$ cat src/rtl/hazard_pkg.sv
// hazard_pkg: shared types and defaults for the ARM pipeline hazard unit.
//   fwd_sel_t  - E-stage ALU operand select (regfile / ResultW / ALUResultM)
//   stage_t    - E-stage shadow record {ra1, ra2, wa3, regwrite, memtoreg}
//   wb_stage_t - M/W-stage shadow record {wa3, regwrite}
// Address fields are REG_AW_MAX wide so one struct serves any REG_AW up to
// that width; narrower addresses are zero-extended on entry.
package hazard_pkg;

  localparam int REG_AW_DEF = 4;
  localparam int PC_REG_DEF = 15;
  localparam int CNT_W_DEF  = 16;
  localparam int REG_AW_MAX = 8;

  typedef enum logic [1:0] {
    FWD_RF  = 2'b00,
    FWD_WB  = 2'b01,
    FWD_MEM = 2'b10
  } fwd_sel_t;

  typedef struct packed {
    logic [REG_AW_MAX-1:0] ra1;
    logic [REG_AW_MAX-1:0] ra2;
    logic [REG_AW_MAX-1:0] wa3;
    logic                  regwrite;
    logic                  memtoreg;
  } stage_t;

  typedef struct packed {
    logic [REG_AW_MAX-1:0] wa3;
    logic                  regwrite;
  } wb_stage_t;

endpackage

$ cat src/rtl/hazard_fwd_mux_sel.sv
// hazard_fwd_mux_sel: priority compare for one E-stage ALU operand.
//   ra_e         - source register of the operand in E
//   wa3_m, rw_m  - destination / write-enable of the instruction in M
//   wa3_w, rw_w  - destination / write-enable of the instruction in W
//   sel          - FWD_MEM if M matches, else FWD_WB if W matches, else FWD_RF
// The PC register is never forwarded: its E-stage value comes from the
// datapath's own PC+8 path, not from a writer further down the pipe.
module hazard_fwd_mux_sel
  import hazard_pkg::*;
#(
  parameter int PC_REG = PC_REG_DEF
) (
  input  logic [REG_AW_MAX-1:0] ra_e,
  input  logic [REG_AW_MAX-1:0] wa3_m,
  input  logic                  rw_m,
  input  logic [REG_AW_MAX-1:0] wa3_w,
  input  logic                  rw_w,
  output fwd_sel_t              sel
);

  localparam logic [REG_AW_MAX-1:0] PC_ADDR = REG_AW_MAX'(PC_REG);

  logic not_pc;

  always_comb begin
    not_pc = (ra_e != PC_ADDR);
    sel    = FWD_RF;
    // M is checked first: it holds the younger, and therefore newer, value.
    if (rw_m && (wa3_m == ra_e) && not_pc)      sel = FWD_MEM;
    else if (rw_w && (wa3_w == ra_e) && not_pc) sel = FWD_WB;
  end

endmodule

$ cat src/rtl/hazard_unit.sv
// hazard_unit: hazard controller for the 5-stage ARM pipeline.
// Keeps its own shadow of E/M/W register usage and drives:
//   ForwardAE/ForwardBE - E operand selects (flop-derived, glitch-free)
//   StallF/StallD       - load-use stall of PC and IF/ID
//   FlushD/FlushE       - bubbles for taken branch / load-use
//   StallCount/FlushCount - saturating perf-debug event counters
// Inputs: D-stage RA1D/RA2D/WA3D/RegWriteD/MemtoRegD, E-stage BranchTakenE.
// clk rising edge; reset is synchronous active-low.
module hazard_unit
  import hazard_pkg::*;
#(
  parameter int REG_AW = REG_AW_DEF,
  parameter int PC_REG = PC_REG_DEF,
  parameter int CNT_W  = CNT_W_DEF
) (
  input  logic              clk,
  input  logic              reset,
  input  logic [REG_AW-1:0] RA1D,
  input  logic [REG_AW-1:0] RA2D,
  input  logic [REG_AW-1:0] WA3D,
  input  logic              RegWriteD,
  input  logic              MemtoRegD,
  input  logic              BranchTakenE,
  output logic [1:0]        ForwardAE,
  output logic [1:0]        ForwardBE,
  output logic              StallF,
  output logic              StallD,
  output logic              FlushD,
  output logic              FlushE,
  output logic [CNT_W-1:0]  StallCount,
  output logic [CNT_W-1:0]  FlushCount
);

  localparam int NUM_OPS = 2;

  stage_t    e_q, e_d;
  wb_stage_t m_q, m_d, w_q, w_d;
  logic [CNT_W-1:0] stall_cnt_q, stall_cnt_d;
  logic [CNT_W-1:0] flush_cnt_q, flush_cnt_d;

  logic [REG_AW_MAX-1:0] ra1_d, ra2_d, wa3_d;
  logic ld_stall, flush_e;

  logic [NUM_OPS-1:0][REG_AW_MAX-1:0] ra_e;
  fwd_sel_t [NUM_OPS-1:0]             fwd_sel;

  assign ra1_d = REG_AW_MAX'(RA1D);
  assign ra2_d = REG_AW_MAX'(RA2D);
  assign wa3_d = REG_AW_MAX'(WA3D);

  // Branch-taken suppresses the stall: the dependent D instruction is
  // being flushed anyway, so holding it would only waste a cycle.
  always_comb begin
    ld_stall = e_q.memtoreg && e_q.regwrite &&
               ((e_q.wa3 == ra1_d) || (e_q.wa3 == ra2_d)) && !BranchTakenE;
    flush_e  = ld_stall || BranchTakenE;
  end

  assign StallF     = ld_stall;
  assign StallD     = ld_stall;
  assign FlushD     = BranchTakenE;
  assign FlushE     = flush_e;
  assign StallCount = stall_cnt_q;
  assign FlushCount = flush_cnt_q;

  // Shadow pipeline next state.
  always_comb begin
    e_d = '0;
    if (!flush_e) begin
      e_d.ra1      = ra1_d;
      e_d.ra2      = ra2_d;
      e_d.wa3      = wa3_d;
      e_d.regwrite = RegWriteD;
      e_d.memtoreg = MemtoRegD;
    end
    m_d.wa3      = e_q.wa3;
    m_d.regwrite = e_q.regwrite;
    w_d          = m_q;
  end

  // Saturating counters: hold at all-ones rather than wrap.
  always_comb begin
    stall_cnt_d = stall_cnt_q;
    flush_cnt_d = flush_cnt_q;
    if (ld_stall && (stall_cnt_q != {CNT_W{1'b1}}))
      stall_cnt_d = stall_cnt_q + 1'b1;
    if (BranchTakenE && (flush_cnt_q != {CNT_W{1'b1}}))
      flush_cnt_d = flush_cnt_q + 1'b1;
  end

  always_ff @(posedge clk) begin
    if (!reset) begin
      e_q         <= '0;
      m_q         <= '0;
      w_q         <= '0;
      stall_cnt_q <= '0;
      flush_cnt_q <= '0;
    end else begin
      e_q         <= e_d;
      m_q         <= m_d;
      w_q         <= w_d;
      stall_cnt_q <= stall_cnt_d;
      flush_cnt_q <= flush_cnt_d;
    end
  end

  // One priority compare per E operand (0 = A, 1 = B).
  assign ra_e[0] = e_q.ra1;
  assign ra_e[1] = e_q.ra2;

  for (genvar g = 0; g < NUM_OPS; g++) begin : g_fwd
    hazard_fwd_mux_sel #(.PC_REG(PC_REG)) u_sel (
      .ra_e  (ra_e[g]),
      .wa3_m (m_q.wa3),
      .rw_m  (m_q.regwrite),
      .wa3_w (w_q.wa3),
      .rw_w  (w_q.regwrite),
      .sel   (fwd_sel[g])
    );
  end

  assign ForwardAE = fwd_sel[0];
  assign ForwardBE = fwd_sel[1];

endmodule

$ cat config.mk
export PLATFORM = sky130hd
export DESIGN_NAME = hazard_unit
export DESIGN_NICKNAME = d
export VERILOG_FILES = /design/src/rtl/hazard_pkg.sv /design/src/rtl/hazard_fwd_mux_sel.sv /design/src/rtl/hazard_unit.sv
export SDC_FILE = /design/constraint.sdc
export NUM_CORES = 1
export LEC_CHECK = 0
export ABC_AREA = 1
export CORE_MARGIN = 4
export CORE_UTILIZATION = 40
export CTS_BUF_LIST = sky130_fd_sc_hd__clkbuf_8 sky130_fd_sc_hd__clkbuf_16
export CTS_CLUSTER_SIZE = 25
export DETAILED_ROUTE_END_ITERATION = 10
export GPL_TIMING_DRIVEN = 1
export PLACE_DENSITY_LB_ADDON = 0.08
export SLEW_MARGIN = 20
export SYNTH_ARGS = -nofsm -noshare
export SYNTH_HDL_FRONTEND = slang
export SYNTH_SLANG_ARGS = --single-unit
$ cat constraint.sdc
create_clock -name clk -period 1.3 [get_ports clk]
set_input_delay 0.13 -clock clk [delete_from_list [all_inputs] [get_ports clk]]
set_output_delay 0.13 -clock clk [all_outputs]
set_load 0.005 [all_outputs]
==> results of run 1 <==
## per-stage QoR
stage / power, mW / cell area (um^2) / instances / setup TNS (ns)
2_1_floorplan: 1.961 / 2974 / 439 / -2.178
3_3_place_gp: 2.128 / 4210 / 661 / -15.75
3_5_place_dp: 2.137 / 4210 / 661 / -18.24
4_1_cts: 3.212 / 4727 / 689 / -7.122
5_1_grt: 3.377 / 5040 / 697 / -13.44
6_report: 3.219 / 5040 / 697 / -7.763
## cell usage in the layout (no fill, tap or decap), drive strengths merged
master           n
inv             70
clkdlybuf4s15    1
dfxtp           56
nand2          124
nand4            6
o22ai            4
nor4             1
ha               2
a21oi           10
o21ai           13
dlygate4sd2     32
nand3b           4
a21boi           2
xor2             9
buf            115
nor3            13
clkdlybuf4s50   16
clkinvlp         1
a211oi           1
clkbuf           5
nand3           17
or2              1
nor2            98
## registers in the layout, summed over array words and instances (netlist names)
signal      cells
m_q             5
StallCount     16
e_q            14
FlushCount     16
w_q             5
## timing repair
action / in CTS / in global routing
pin swaps: 46 / 37
setup buffers: 18 / 9
gates resized for setup: 179 / 59
gates cloned: 3 / 0
hold endpoints to repair: 0 / 0
endpoints found under the setup margin: 86 / 53
hold buffers: 0 / 0
## kinds of logic after synthesis
| kind of cell | count (synthesis) |
|---|---|
| fa+ha+maj | 2 |
| compound gates | 30 |
| buf+inv | 79 |
| xor+xnor | 9 |
| flops | 56 |
| simple gates | 263 |
## worst max-delay path by stage
stage	to
6_report	FlushCount[13]$_SDFFE_PN0P_
5_1_grt	ForwardAE[0]
4_1_cts	ForwardAE[0]
3_5_place_dp	StallD
3_3_place_gp	StallD
2_1_floorplan	StallCount[8]$_SDFFE_PN0P_
## cells in the mapped netlist (2+ instances only)
cell | count | area share
nand3b_1 | 2 | 0.0052
nand3b_2 | 2 | 0.0078
buf_6 | 3 | 0.012
buf_2 | 2 | 0.0035
o21ai_0 | 13 | 0.023
ha_1 | 2 | 0.0087
nand2_1 | 117 | 0.15
nor2_1 | 79 | 0.10
o22ai_1 | 4 | 0.0087
inv_1 | 60 | 0.078
a21oi_1 | 10 | 0.017
nand4_1 | 5 | 0.011
nand3_2 | 3 | 0.010
clkbuf_1 | 2 | 0.0026
dfxtp_1 | 56 | 0.39
nand2_2 | 6 | 0.013
buf_4 | 3 | 0.0078
nand3_1 | 14 | 0.024
inv_2 | 8 | 0.010
xor2_1 | 9 | 0.027
nor2_2 | 18 | 0.039
nor3_1 | 12 | 0.021
## layer usage
| layer | share of wire | GRT usage | up-vias |
|---|---|---|---|
| met5 | 0 | 0 | - |
| met4 | 0.022 | 0.04884 | 0 |
| met3 | 0.037 | 0.03656 | 18 |
| met2 | 0.53 | 0.3509 | 68 |
| met1 | 0.41 | 0.2255 | 1457 |
| li1 | - | - | 1657 |
## critical path: stages, from the launching register on
cell and delay (ns):
dfxtp_2 0.37, ha_4 0.14, nand2_2 0.05, inv_2 0.08, nand2_4 0.06, nor2_4 0.10
nand3_2 0.09, nand2_4 0.16, buf_12 0.13, inv_8 0.05, a21oi_2 0.15, nor2_1 0.07
## layout make-up
cell class              count  area [um^2]  share of cell area
multi-input cells         305         1922              0.3813
repair buffers            164         1448              0.2872
flip-flops and latches     56         1194              0.2368
inverters                  68        262.8             0.05214
well taps                  96        120.1             0.02383
clock buffers               5        68.82             0.01365
clock inverters             3        25.02            0.004965
## where the power goes
group | total, mW | internal, mW | switching (mW) | leakage [nW]
registers | 1.77 | 1.74 | 0.0303 | 0.479
clock network | 0.999 | 0.395 | 0.604 | 0.0452
logic | 0.449 | 0.233 | 0.216 | 1.93
==> results.yml, run 1 <==
sta:
  finClkSkew_ns: 0.005109
  setup_viol: 53
  hold_viol_final: 0
  setup_slack_ns: -0.2473
  maxClockFrequency_mhz: 646.3
  fin_hold_ws_ns: 0.3437
  finalCritPeriodShare: 1.190
  max_slew_margin: 0.6666
  period_minus_slack_ns: 1.547
  maxSlewViolCount: 0
  tightest_slew_ns: 0.4949
  rsz0062_at_grt: "yes"
drt:
  viasPerCell: 4.591
  wl_per_cell_um: 12.28
  drt-total-wl_um: 8558
  drt_iter0_markers: 90
  num_vias: 3200
  dr.pass1.iters: 4
  ant_nets: 0
  drc: 0
placed_design:
  dpl.hpwl_um: 5582
  post-place-ws_ns: -0.6017
  port_buffers: 56
  gp_routability_congestion: 0.8640
setup_path:
  worstPathArrival_ns: 1.75
  cp-start-kind: "register"
  critPathLaunch: "FlushCount[1]$_SDFFE_PN0P_"
  r2r_end: "FlushCount[13]$_SDFFE_PN0P_"
  r2r_start: "FlushCount[1]$_SDFFE_PN0P_"
  crit_required_ns: 1.51
  criticalPathCategory: "reg2reg"
  rr_worst_depth: 11
  cp_max_fo: 6
  end_kind: "register"
  reg2reg_slack_ns: -0.25
power_and_ir_drop:
  p_leak_nw: 2.456
  irDropWorstVdd_v: 0.0004660
  p_per_area_mw_per_mm2: 638.7
logic_synthesis:
  synth_cell_type_count: 31
  ys_seq_area_frac: 0.3882
  synth_cells: 439
  synth_nets: 458
  postSynth.asyncResetShare: 0
  syn_area_per_cell_um2: 6.578
  synth_fa_ha_area_frac: 0.008666
  mappedNetlistArea_mm2: 0.002888
  muxShareOfSynthArea: 0
  synth_simple_gate_area_frac: 0.4042
  synth_top_family_by_area: "simple AND/OR/NAND/NOR gates"
  yosysWarningCount: 0
  ys_seq_elements: 56
  ys.flop_type: "dfxtp_1"
  synthXorXnorAreaFrac: 0.02730
  synth-edff-count: 0
  synth_compound_area_frac: 0.05633
grt:
  grt_pass1_wl_um: 13610
  grt.total_usage: 0.1909
  grt_pass1_vias: 3146
  grt-ovfl-total: 0
  grt_max_degree: 20
  antenna_found_initial: 0
clock_network:
  worstSkewPairLatency_ns: 0.31
  cts_tree: "done"
  clk_pin_slew_ns: 0.11
  cts_root_buf: "clkbuf_8"
  cts.path.max_buffers: 2
  cts_buffers: 5
  cts.htree.levels: 2
  clock_sink_count: 56
finish:
  drive_gt1_frac: 0.4875
  antennaDiodeCount: 0
  syn2layout_area_growth_pct: 74.52
  fill_cells: 558
  nNetsFinal: 619
  final_util: 0.7297
floorplanning:
  row_count: 30
  core_mm2: 0.006907
  initial_core_util: 0.4181
  dieArea_mm2: 0.008642
  die_width_um: 92.97
  die-height_um: 92.97
  io_pins: 57
hold_path:
  hold_end: "e_q[4]$_SDFF_PP0_"
  holdCritPathClass: "in2reg"
  holdPathStages: 3
  worstHoldStart: "WA3D[2]"
job:
  drv_cap: 0
status:
  violations: "negative setup slack"
  status: "finished with violations"
(Power assumes the default switching activity.)
==> inputs of run 2 (changes only) <==
--- a/config.mk
+++ b/config.mk
@@ -9,7 +9,6 @@
 export CORE_MARGIN = 4
 export CORE_UTILIZATION = 40
 export CTS_BUF_LIST = sky130_fd_sc_hd__clkbuf_8 sky130_fd_sc_hd__clkbuf_16
-export CTS_CLUSTER_SIZE = 25
 export DETAILED_ROUTE_END_ITERATION = 10
 export GPL_TIMING_DRIVEN = 1
 export PLACE_DENSITY_LB_ADDON = 0.08
==> results of run 2 <==
Final layout, timing and power as in run 1 (identical DEF).
==> inputs of run 3 (changes only) <==
--- a/config.mk
+++ b/config.mk
@@ -11,7 +11,8 @@
 export CTS_BUF_LIST = sky130_fd_sc_hd__clkbuf_8 sky130_fd_sc_hd__clkbuf_16
 export DETAILED_ROUTE_END_ITERATION = 10
 export GPL_TIMING_DRIVEN = 1
-export PLACE_DENSITY_LB_ADDON = 0.08
+export PLACE_DENSITY_LB_ADDON = 0.3
+export REMOVE_ABC_BUFFERS = 1
 export SLEW_MARGIN = 20
 export SYNTH_ARGS = -nofsm -noshare
 export SYNTH_HDL_FRONTEND = slang
==> run 3 against run 2 <==
Effect of this change:
- the flow still finishes with violations (negative setup slack)
- sequential cell count unchanged
- sequential share of layout area increased by 0.26 points
- cell area decreased by 0.79%
- clock power increased by 21%
- sequential power about the same
- clock-buffer cell count unchanged
- die area unchanged
- clock skew increased by 0.0049 ns
- first-iteration DRC count increased by 7.8%
- combinational power decreased by 6.9%
- critical path type is now reg2out
- critical endpoint is now ForwardBE[0]
- largest cell class unchanged
==> results.yml, run 3 (same netlist as run 1, synthesis figures left out) <==
status:
  status: "finished with violations"
  violations: "negative setup slack"
placed_design:
  dpl.hpwl_um: 5721
  dpl_cell_area_mm2: 0.004169
  post-place-ws_ns: -0.5745
  gp_routability_congestion: 0.8709
  port_buffers: 56
  dp.cells: 667
finish:
  fill_cells: 555
  fin_cells: 694
  multiInputGateArea_mm2: 0.001894
  design_area_mm2: 0.005000
  syn2layout_area_growth_pct: 73.14
  nNetsFinal: 616
  antennaDiodeCount: 0
  seq_area_mm2: 0.001197
  drive_gt1_frac: 0.4699
  final_cell_mix: "100 x nand2_1, 84 x buf_4, 58 x nor2_1, 53 x inv_1, 34 x dfxtp_2"
  final_common_cell: "nand2_1"
setup_path:
  r2r_end: "StallCount[8]$_SDFFE_PN0P_"
  rr_worst_depth: 12
  cp-start-kind: "register"
  reg2reg_slack_ns: -0.24
  worstPathArrival_ns: 1.45
  r2r_start: "StallCount[0]$_SDFFE_PN0P_"
  cp_max_fo: 4
  end_kind: "output pin"
  critPathLaunch: "m_q[1]$_SDFF_PN0_"
  crit_path_end: "ForwardBE[0]"
  criticalPathCategory: "reg2out"
  crit_required_ns: 1.17
floorplanning:
  die-height_um: 92.97
  dieArea_mm2: 0.008642
  io_pins: 57
  initial_core_util: 0.4181
  die_width_um: 92.97
  core_mm2: 0.006907
  row_count: 30
sta:
  period_minus_slack_ns: 1.581
  maxSlewViolCount: 0
  setup_viol: 53
  rsz0062_at_grt: "yes"
  tightest_slew_ns: 0.5038
  max_slew_margin: 0.6606
  setup_slack_ns: -0.2806
  finalCritPeriodShare: 1.216
  finClkSkew_ns: 0.009975
  maxClockFrequency_mhz: 632.7
  hold_viol_final: 0
  fin_setup_tns_ns: -8.934
drt:
  num_vias: 3303
  drt_iter0_markers: 97
  wl_per_cell_um: 13.03
  drt-total-wl_um: 9046
  drc: 0
  dr.pass1.iters: 4
  ant_nets: 0
  viasPerCell: 4.759
grt:
  grt.total_usage: 0.2045
  antenna_found_initial: 0
  grt-ovfl-total: 0
  grt_pass1_vias: 3229
  grt_pass1_wl_um: 14420
  grt_max_degree: 23
clock_network:
  clk_pin_slew_ns: 0.10
  cts.path.max_buffers: 2
  cts_root_buf: "clkbuf_8"
  cts_tree: "done"
  cts.htree.levels: 2
  cts_buffers: 5
  cts_hold_buf: 0
  worstSkewPairLatency_ns: 0.32
  clock_sink_count: 56
hold_path:
  holdCritPathClass: "in2reg"
power_and_ir_drop:
  p_per_area_mw_per_mm2: 679.2
  p_leak_nw: 2.511
  irDropWorstVdd_v: 0.0005618
job:
  drv_cap: 0
-- run 3: cell count changes in the layout (fill, tap and decap cells not counted), sizes merged --
cell	before	now
buf	115	112
clkdlybuf4s15	1	3
bufinv	0	1
dlygate4sd2	32	30
inv	70	69
-- run 3: worst min path at each step --
stage,startpoint,cells past startpoint,to
final,WA3D[3],3,e_q[5]$_SDFF_PP0_
after global routing,RegWriteD,3,e_q[1]$_SDFF_PP0_
after CTS,WA3D[3],3,e_q[5]$_SDFF_PP0_
after detailed placement,e_q[1]$_SDFF_PP0_,2,m_q[0]$_SDFF_PN0_
after global placement,m_q[0]$_SDFF_PN0_,2,w_q[0]$_SDFF_PN0_
after floorplan,reset,2,m_q[0]$_SDFF_PN0_
-- run 3: through the flow --
stage	total power, mW	hold slack [ns]	util
floorplan	1.929	0.2276	-
global placement	2.130	0.4113	0.6036
detailed placement	2.134	0.4149	0.6036
CTS	3.380	0.3326	0.6904
global route	3.518	0.3414	0.7239
finish	3.396	0.3326	0.7239
-- run 3: cell type report --
class / count / area share
well taps: 96 / 0.02402
flip-flops and latches: 56 / 0.2395
clock buffers: 5 / 0.01376
clock inverters: 3 / 0.009259
inverters: 68 / 0.05305
multi-input cells: 305 / 0.3789
repair buffers: 161 / 0.2815
-- run 3: metal layers --
metal | track usage | up-vias | share of wire
met3 | 0.03249 | 17 | 0.033
met4 | 0.07692 | 0 | 0.024
met2 | 0.3569 | 74 | 0.52
met1 | 0.2514 | 1555 | 0.42
li1 | - | 1657 | -
met5 | 0 | - | 0
-- run 3: worst max-delay path, stage by stage (launching register included) --
cell and delay, ns:
dfxtp_4 0.40, o22ai_2 0.10, a21oi_2 0.10, nand3_1 0.09, nor3_2 0.15, buf_4 0.14, nor2_2 0.03, buf_2 0.12
-- run 3: where the power goes --
group          total (mW)  switching, mW  internal (mW)
combinational       0.418          0.198          0.220
sequential           1.77         0.0314           1.73
clock                1.21          0.630          0.582
total                3.40          0.859           2.54
-- run 3: what timing repair did --
item	in CTS	in global routing
endpoints found under the hold margin	0	0
resized for setup	211	55
endpoints found under the setup margin	86	54
setup buffers	16	5
cloned	2	0
pin swaps	50	44
